$ cat config.mk
export PLATFORM = sky130hd
export DESIGN_NAME = pc_fetch_unit
export DESIGN_NICKNAME = d
export VERILOG_FILES = /design/src/rtl/cpu_pkg.sv /design/src/rtl/next_pc_calc.sv /design/src/rtl/pc_fetch_unit.sv
export SDC_FILE = /design/constraint.sdc
export NUM_CORES = 1
export LEC_CHECK = 0
export BUFFER_PORTS_ARGS = -buffer_cell sky130_fd_sc_hd__buf_4
export CAP_MARGIN = 20
export CORE_UTILIZATION = 52
export CTS_BUF_LIST = sky130_fd_sc_hd__clkbuf_4 sky130_fd_sc_hd__clkbuf_8
export DETAILED_ROUTE_END_ITERATION = 10
export GPL_TIMING_DRIVEN = 0
export PLACE_DENSITY = 0.93
export REMOVE_ABC_BUFFERS = 1
export SYNTH_ARGS = -nofsm -noshare
export SYNTH_HDL_FRONTEND = slang
export SYNTH_SLANG_ARGS = --single-unit
$ cat constraint.sdc
create_clock -name clk -period 4.6 [get_ports clk]
set_input_delay 0.69 -clock clk [delete_from_list [all_inputs] [get_ports clk]]
set_output_delay 0.69 -clock clk [all_outputs]
set_load 0.01 [all_outputs]
$ cat src/rtl/cpu_pkg.sv
// Shared encodings for the CPU core: PC selector codes, halt opcode and fetch FSM states.
package cpu_pkg;

    localparam logic [1:0] PC_SEL_SEQ  = 2'b00;
    localparam logic [1:0] PC_SEL_BEQ  = 2'b01;
    localparam logic [1:0] PC_SEL_JUMP = 2'b10;
    localparam logic [1:0] PC_SEL_JR   = 2'b11;

    localparam logic [5:0] HALT_OPCODE_DEFAULT = 6'b111111;

    typedef enum logic [1:0] {
        FETCH = 2'b00,
        ISSUE = 2'b01,
        HALT  = 2'b10
    } fetch_state_e;

    function automatic logic is_opcode(input logic [31:0] word, input logic [5:0] opcode);
        return (word[31:26] == opcode);
    endfunction

endpackage

$ cat src/rtl/next_pc_calc.sv
// Combinational next-PC selection: sequential, conditional branch, jump and register jump.
module next_pc_calc
    import cpu_pkg::*;
(
    input  logic [31:0] pc_i,
    input  logic [1:0]  pc_sel_i,
    input  logic        zero_i,
    input  logic [31:0] branch_off_i,
    input  logic [25:0] jump_target_i,
    input  logic [31:0] jr_addr_i,
    output logic [31:0] next_pc_o
);

    logic [31:0] pc4_s;

    // Candidate generation and selection; all sums wrap modulo 2^32.
    always_comb begin
        pc4_s     = pc_i + 32'd4;
        next_pc_o = pc4_s;
        case (pc_sel_i)
            PC_SEL_SEQ: next_pc_o = pc4_s;
            PC_SEL_BEQ: begin
                if (zero_i) begin
                    next_pc_o = pc4_s + {branch_off_i[29:0], 2'b00};
                end else begin
                    next_pc_o = pc4_s;
                end
            end
            PC_SEL_JUMP: next_pc_o = {pc4_s[31:28], jump_target_i, 2'b00};
            PC_SEL_JR:   next_pc_o = {jr_addr_i[31:2], 2'b00};
            default:     next_pc_o = pc4_s;
        endcase
    end

endmodule

$ cat src/rtl/pc_fetch_unit.sv
// Program counter owner and fetch FSM: imem req/ack on one side, decode valid/ready on the other.
module pc_fetch_unit
    import cpu_pkg::*;
#(
    parameter logic [31:0] RESET_PC    = 32'h0000_0000,
    parameter logic [5:0]  HALT_OPCODE = HALT_OPCODE_DEFAULT
) (
    input  logic        clk,
    input  logic        reset,
    output logic        imem_req,
    output logic [31:0] imem_addr,
    input  logic        imem_ack,
    input  logic [31:0] imem_data,
    output logic        instr_valid,
    output logic [31:0] instr,
    output logic [31:0] instr_pc,
    input  logic        instr_ready,
    input  logic [1:0]  pc_sel,
    input  logic        zero,
    input  logic [31:0] branch_off,
    input  logic [25:0] jump_target,
    input  logic [31:0] jr_addr,
    output logic        halted
);

    fetch_state_e state_q, state_d;
    logic [31:0]  pc_q, pc_d;
    logic [31:0]  instr_q, instr_d;
    logic [31:0]  instr_pc_q, instr_pc_d;
    logic         req_q, req_d;
    logic         valid_q, valid_d;
    logic         halted_q, halted_d;
    logic [31:0]  next_pc_s;

    next_pc_calc u_next_pc_calc (
        .pc_i          (pc_q),
        .pc_sel_i      (pc_sel),
        .zero_i        (zero),
        .branch_off_i  (branch_off),
        .jump_target_i (jump_target),
        .jr_addr_i     (jr_addr),
        .next_pc_o     (next_pc_s)
    );

    // Next-state logic; outputs are decoded from the next state so they come straight off flops.
    always_comb begin
        state_d    = state_q;
        pc_d       = pc_q;
        instr_d    = instr_q;
        instr_pc_d = instr_pc_q;
        case (state_q)
            FETCH: begin
                // req_q gates the ack so the cycle right after reset cannot capture a stray ack.
                if (req_q && imem_ack) begin
                    instr_d    = imem_data;
                    instr_pc_d = pc_q;
                    state_d    = ISSUE;
                end else begin
                    state_d    = FETCH;
                end
            end
            ISSUE: begin
                if (instr_ready) begin
                    pc_d    = next_pc_s;
                    state_d = is_opcode(instr_q, HALT_OPCODE) ? HALT : FETCH;
                end else begin
                    state_d = ISSUE;
                end
            end
            HALT:    state_d = HALT;
            default: state_d = FETCH;
        endcase
        req_d    = (state_d == FETCH);
        valid_d  = (state_d == ISSUE);
        halted_d = (state_d == HALT);
    end

    // State, PC and instruction registers with synchronous reset.
    always_ff @(posedge clk) begin
        if (reset) begin
            state_q    <= FETCH;
            pc_q       <= RESET_PC;
            instr_q    <= 32'h0000_0000;
            instr_pc_q <= 32'h0000_0000;
            req_q      <= 1'b0;
            valid_q    <= 1'b0;
            halted_q   <= 1'b0;
        end else begin
            state_q    <= state_d;
            pc_q       <= pc_d;
            instr_q    <= instr_d;
            instr_pc_q <= instr_pc_d;
            req_q      <= req_d;
            valid_q    <= valid_d;
            halted_q   <= halted_d;
        end
    end

    assign imem_req    = req_q;
    assign imem_addr   = pc_q;
    assign instr_valid = valid_q;
    assign instr       = instr_q;
    assign instr_pc    = instr_pc_q;
    assign halted      = halted_q;

endmodule

; ---- After elaboration in Yosys (flattened, before gate mapping)
; Index checks and enable logic that the tools add are counted.
[op_classes]
n_mux = 6
eq_ne = 8
addsub = 2
reduce_logical = 6
[op_table]
columns = cell, count
row1 = 32-bit one-hot mux with 4 select lines, 1
row2 = "32-bit by 3-bit adder with 32-bit output, second input constant", 1
row3 = 32-bit adder, 1
row4 = 32-bit two-way mux, 1
row5 = "2-bit == test, second input constant", 4
row6 = "2-bit by 1-bit == test with 1-bit output, second input constant", 3
row7 = "6-bit == test, second input constant", 1
row8 = 2-bit zero test, 3
row9 = 2-bit one-hot mux with 3 select lines, 1
row10 = 2-bit two-way mux, 2
row11 = 2-bit AND reduction, 2
row12 = 1-bit logical AND, 1
row13 = 1-bit two-way mux, 1
[totals]
inputBits = 129
word_cells = 29
regBits = 101
output_inout_bits = 99

; ---- Depth between registers and ports, before layout
; Gate-level depths: netlist (run 1).
[logic_depth]
depth_word = 5
ltp_mapped = 16
depth_no_buf = 16

; ---- Hierarchy
; From an unflattened synthesis (run 1), not the netlist that was laid out.
[hier_totals]
cells_unflattened = 929
area_unflattened_um2 = 6740.2
[modules_own_cells]
columns = mod, instances, area_per_inst_um2, cells_each, seq_area_each_um2
row1 = pc_fetch_unit, 1, 3498.4, 438, 2021.9
row2 = next_pc_calc, 1, 3241.9, 491, 0.0

; ---- Least setup slack after synthesis (run 1)
; OpenSTA, ideal clock, no wires.
[synth_path]
path_type = reg-to-reg
startpoint = register pc_q[2] (netlist: imem_addr[2])
endpoint = register pc_q[31] (netlist: imem_addr[31])
stages_incl_launch_ff = 17
required_ps = 4529
arrival_time_ps = 3409
setup_ps = 71
path_slack_ps = 1120
synth_period_minus_slack_ps = 3480
path_buffers = 1
path_cell_list = dfxtp_1 > ha_1 > and4_1 > nand4_1 > nor3b_2 > xor2_1 > ha_1 > buf_2 > a21o_1 > a21o_1 > a221oi_1 > nor3_1 > nor2_1 > a21oi_1 > nor3_1 > mux2i_1 > o2bb2ai_1
[synth_via]
elab_chain_cells = 4
[synth_lines]
columns = element, line
row1 = "start, declared", pc_fetch_unit.sv:27  ; logic [31:0] pc_q, pc_d;
row2 = "start signal, assigned", pc_fetch_unit.sv:90  ; pc_q <= pc_d;
row3 = 32-bit by 3-bit adder with 32-bit output *, next_pc_calc.sv:18  ; pc4_s = pc_i + 32'd4;
row4 = 32-bit adder, next_pc_calc.sv:24  ; next_pc_o = pc4_s + {branch_off_i[29:0], 2'b00};
row5 = 32-bit two-way mux, next_pc_calc.sv:23  ; if (zero_i) begin
row6 = 32-bit one-hot mux with 4 select lines *, next_pc_calc.sv:20  ; case (pc_sel_i)
; Every way passes the cells marked *; elsewhere a longest branch is shown, timed or not.
; A chain may end at the register's enable or synchronous reset.

; ---- Worst setup path after layout (run 1)
; Ends and elaborated chain as after synthesis.

==> results.yml, run 1 <==
timing:
  rsz0062_at_grt: "no"
  max_slew_margin_pct: 26.25
  hold_viol_final: 0
  final-setup-viol-count: 0
  max_slew.worst_pin.slew_ps: 1102
  fmax_ghz: 0.2379
  fin_crit_sh_pct: 91.40
  min_period_ps: 4204
  slew_viol_final: 0
  hold_ws_ps: 458.4
  fin_setup_tns_ps: 0
  clock_skew_ps: 11.66
yosys:
  synth_fa_ha_area_share_pct: 6.877
  netlist_instances: 870
  synth_top_family_by_area: "compound AO/OA/AOI/OAI gates"
  synth_top_area_cell: "dfxtp_1"
  ys_seq_area_share_pct: 29.98
  ys_ff_latch: 97
  synth_flop_cell: "dfxtp_1"
  synthMuxAreaShare_pct: 0.8113
  synth-simple-area-share_pct: 23.22
  yosysWarnings: 0
  netlist.area_leader.share_pct: 29.98
  synthTopCellsByArea: "dfxtp_1 (30%), nand2_1 (10%), a21oi_1 (9.8%)"
  async_flop_share_pct: 0
  synth_edf_count: 0
  synth.top_cells.by_count: "nand2_1 (181), a21oi_1 (127), dfxtp_1 (97), nor2_1 (55), clkbuf_1 (45)"
  synthDistinctLibCells: 71
  syn_area_um2: 6477
  synth_most_common_cell: "nand2_1"
  synth_compound_area_share_pct: 27.47
  yosys.area_share.xor_xnor_pct: 6.992
  syn-mean-instance-area_um2: 7.445
cts:
  clock_path_buffers: 2
  cts_root_buf: "clkbuf_8"
  cts_resized: 0
  cts_tree: "yes"
  cts-hold-fix-buffers: 0
  clk_pin_slew_ps: 100
  postCtsSetupBuffers: 0
  cts_buffers: 9
  cts_sinks: 97
  clk_latency_ps: 360
  htree_levels: 3
setup_path:
  worstPathArrival_ps: 4500
  regToRegStartpoint: "imem_addr[2]"
  critPathCaptureType: "flip-flop"
  startpoint: "imem_addr[2]"
  rrSetupSlack_ps: 400
  crit_fanout: 7
  worstSetupPathType: "reg2reg"
  crit_path_end: "imem_addr[31]"
  timing.rr.end: "imem_addr[31]"
  rr_worst_depth: 15
  worstSetupStartpointType: "flip-flop"
  cp_data_required_time_ps: 4890
drt:
  via_count: 7180
  detail_route.iter0.violations: 628
  ant_nets: 0
  wire_per_inst_um: 17.13
  via_per_inst: 5.885
  route.detailed.drc: 0
  totalWireLength_um: 20890
  firstDrtPassIters: 7
final_layout:
  antenna_cells: 0
  drive_gt1_share_pct: 25.00
  regArea_um2: 1942
  n_fill_cell: 977
  multiInputGateArea_um2: 4255
  nNetsFinal: 1211
  areaGrowthSynthToFinish_pct: 29.13
  final_cells: 1220
pwr:
  leakage_uw: 0.003607
  ir_drop_uv: 235.5
  power_density_nw_per_um2: 224.3
flow_run:
  cap_violations: 0
global_route:
  grt_usage_pct: 31.82
  grt_pass1_wl_um: 32600
  grt_antenna_before_repair: 0
  grt_pass1_vias: 6778
  grt_max_degree: 89
  overflow: 0
status:
  status: "finished clean"
placement:
  place.gp.congestion: 0.9424
  port_buffers: 219
  placedCellCount: 1203
  dpl.hpwl_um: 15690
hold_path:
  whs_path_depth: 2
  hp-class: "reg2reg"
floorplanning:
  rows: 40
  die_x_um: 113.6
  dieArea_um2: 12910
  pin_count: 228
  core_area_um2: 12060
  die_h_um: 113.6
  start_util_pct: 53.70
-- cell families after synthesis --
logic type / after synthesis
AOI/OAI and AO/OA: 279
xor gates and xnor gates: 50
adders and majority gates: 35
buffers and inverters: 73
DFF: 97
muxes: 4
other: 1
and+or+nand+nor: 331
-- routing by layer --
metal / routed length (um) / global-route usage (%) / share of wire, %
met3: 2124 / 8.023 / 10
met5: 0 / 0 / 0
met1: 8085 / 37.54 / 39
met4: 786 / 15.35 / 3.8
met2: 9896 / 53.90 / 47
-- flip-flops by register name (all words and copies together) (netlist names) --
register / cells
imem_req: 1
instr_pc: 30
halted: 1
instr: 32
instr_valid: 1
imem_addr: 30
state_q: 2
-- worst min-delay path by stage --
stage | startpoint | end | slack, ps
floorplan | instr[0] | instr[0] | 470
CTS | instr[18] | instr[18] | 460
finish | instr[14] | instr[14] | 460
global placement | instr[12] | instr[12] | 440
detailed placement | instr[18] | instr[18] | 450
global route | instr_pc[9] | instr_pc[9] | 480
-- per-stage QoR --
stage | setup slack (ps) | utilization (%) | total power [uW] | instance area [um2]
after CTS | 475.8 | 69.12 | 1878 | 8337
after floorplan | 1126 | - | 1137 | 6240
after global placement | 557.5 | 67.11 | 1347 | 8094
final | 395.8 | 69.35 | 1876 | 8364
after detailed placement | 517.1 | 67.61 | 1362 | 8155
after global routing | 32.98 | 69.35 | 1965 | 8364
-- critical path, stage by stage, from the launching register on --
cell	delay (ps)
dfxtp_1	420
ha_1	250
and4_1	290
nand4_1	210
nor3b_2	420
xor2_1	340
ha_1	400
a21o_1	220
a21o_1	170
a221oi_1	410
nor3_1	90
nor2_1	130
a21oi_1	80
nor3_1	330
mux2i_1	240
o2bb2ai_1	120
-- cells in the final DEF (no fill, tap or decap), drive strengths merged, types with 4 or more instances in the layout --
cell type	n
o31ai	9
conb	4
inv	17
a221oi	21
buf	223
and4	5
a21o	14
xnor2	30
nor2	56
o21bai	5
clkbuf	9
o21ai	43
a211oi	8
nand2b	12
a211o	4
ha	34
a22o	6
nand4	8
o211ai	4
nand3	27
and3	7
xor2	20
o22ai	6
a21oi	128
dfxtp	97
nor3	18
nor2b	5
nand2	181
a31oi	8
-- where the power goes --
group,internal (uW),leakage [uW],switching [uW]
sequential,866,0.000787,30.8
clock,206,0.0000950,317
combinational,209,0.00273,247
total,1280,0.00361,595
-- final cells by class --
type / count / share of cell area [%]
clock buffers: 9 / 1.481
repair buffers: 223 / 20.64
flip-flops and latches: 97 / 23.22
multi-input cells: 703 / 50.88
inverters: 13 / 0.5834
clock inverters: 7 / 0.6881
well taps: 168 / 2.513
Power figures use the tool's default switching activity.
==> run 2: changes to the inputs <==
Settings changed: RECOVER_POWER set to 25.
==> run 2 against run 1 <==
Sequential share of layout area rose by 0.44 points. Fmax down 0.40%. Critical path depth did not move. Register-to-register slack got worse by 20 ps. Sequential power is essentially flat. Via count is 0.89% higher. Highest routed layer unchanged. Global-route usage unchanged. Flip-flop and latch count stayed put. Utilization fell by 1.3 points. Critical path type unchanged. Combinational power decreased by 2%.
==> results.yml, run 2 (synthesis gave the netlist of run 1 again) <==
pwr:
  power_density_nw_per_um2: 227.6
  leakage_uw: 0.003436
  ir_drop_uv: 237.7
final_layout:
  fin_util_pct: 68.05
  final_common_cell: "nand2_1"
  areaGrowthSynthToFinish_pct: 26.71
  antenna_cells: 0
  drive_gt1_share_pct: 21.01
  nNetsFinal: 1211
  largest_reg_flops: 32
  final_cell_mix: "nand2_1 (181), buf_4 (179), a21oi_1 (127), dfxtp_1 (97), nor2_1 (55)"
cts:
  cts_sinks: 97
  cts_buffers: 9
  cts-hold-fix-buffers: 0
  clk_pin_slew_ps: 100
  cts_resized: 0
  clock_path_buffers: 2
  htree_levels: 3
  cts_root_buf: "clkbuf_8"
  cts_tree: "yes"
  clk_latency_ps: 360
  postCtsSetupBuffers: 0
hold_path:
  hp-class: "reg2reg"
floorplanning:
  start_util_pct: 53.70
  core_area_um2: 12060
  dieArea_um2: 12910
  die_x_um: 113.6
  pin_count: 228
  die_h_um: 113.6
  rows: 40
drt:
  via_count: 7244
  wire_per_inst_um: 17.15
  firstDrtPassIters: 7
  routed-wl-met3_um: 2180
  detail_route.iter0.violations: 664
  dr_wl_met2_um: 9943
  totalWireLength_um: 20930
  wl_met1_um: 8029
  ant_nets: 0
  route.detailed.drc: 0
  highest_layer: "met4"
  via_per_inst: 5.938
status:
  status: "finished clean"
timing:
  fin_setup_tns_ps: 0
  slew_viol_final: 0
  final-setup-viol-count: 0
  max_slew.worst_pin.slew_ps: 1169
  fin_crit_sh_pct: 91.76
  min_period_ps: 4221
  rsz0062_at_grt: "no"
  clock_skew_ps: 13.23
  fmax_ghz: 0.2369
  hold_viol_final: 0
  max_slew_margin_pct: 21.87
placement:
  place.gp.congestion: 0.9424
  port_buffers: 219
  dpl.hpwl_um: 15690
global_route:
  grt_usage_pct: 31.82
  overflow: 0
  grt_max_degree: 89
  grt_pass1_wl_um: 32600
  grt_pass1_vias: 6778
  grt_antenna_before_repair: 0
setup_path:
  cp_data_required_time_ps: 4890
  critical-path-max-stage-delay_ps: 430
  crit_chain: "ha_1 > and4_1 > nand4_1 > nor3b_2 > xor2_1 > ha_1 > a21o_1 > a21o_1 > a221oi_1 > nor3_1 > nor2_1 > a21oi_1 > nor3_1 > mux2i_1 > o2bb2ai_1"
  crit_buf_inv: 0
  worstSetupStartpointType: "flip-flop"
  crit_fanout: 7
  crit_slowest_cell: "dfxtp_1"
  critPathCaptureType: "flip-flop"
  worstPathArrival_ps: 4510
  worstSetupPathType: "reg2reg"
  critPathTopFamily: "simple AND/OR/NAND/NOR gates"
flow_run:
  cap_violations: 0
## run 2: area by class of cell
class	count	area, um2
inverter	13	48.80
clock buffer	9	123.9
timing repair buffer	223	1577
tap	168	210.2
clock inverter	7	57.56
multi-input combinational	703	4249
sequential	97	1942
fill	1014	3854
## run 2: worst paths after layout
| kind | startpoint | to | slack, ps | depth (start not counted) |
|---|---|---|---|---|
| worst max-delay path | imem_addr[2] | imem_addr[31] | 380 | 15 |
| worst min-delay path | instr[14] | instr[14] | 460 | 2 |
| worst max register to register | imem_addr[2] | imem_addr[31] | 380 | 15 |
| worst min register to register | instr[14] | instr[14] | 460 | 2 |
## run 2: per-layer routing
metal  global-route usage, %  vias to the layer above
li1                        -                     3455
met1                   37.54                     3315
met2                   53.90                      416
met3                   8.023                       58
met4                   15.35                        0
met5                       0                        -
## run 2: worst register-to-register path: stages (launching register included)
cell and delay (ps):
dfxtp_1 430, ha_1 260, and4_1 290, nand4_1 210, nor3b_2 430, xor2_1 340, ha_1 400, a21o_1 220
a21o_1 170, a221oi_1 410, nor3_1 90, nor2_1 130, a21oi_1 80, nor3_1 330, mux2i_1 240, o2bb2ai_1 120
## run 2: stage by stage
| step | hold WS, ps | setup WS, ps | total power [uW] | std cells | instance area [um2] |
|---|---|---|---|---|---|
| after global routing | 480.0 | 32.98 | 1957 | 1220 | 8208 |
| after floorplan | 474.5 | 1126 | 1137 | 813 | 6240 |
| after CTS | 461.4 | 475.8 | 1878 | 1219 | 8337 |
| final | 458.5 | 379.0 | 1868 | 1220 | 8208 |
| after detailed placement | 447.6 | 517.1 | 1362 | 1203 | 8155 |
| after global placement | 441.6 | 557.5 | 1347 | 1200 | 8094 |
## run 2: power breakdown
| group | internal (uW) | switching, uW |
|---|---|---|
| Sequential | 866 | 30.6 |
| Combinational | 202 | 247 |
| Clock | 206 | 316 |
| Total | 1270 | 594 |
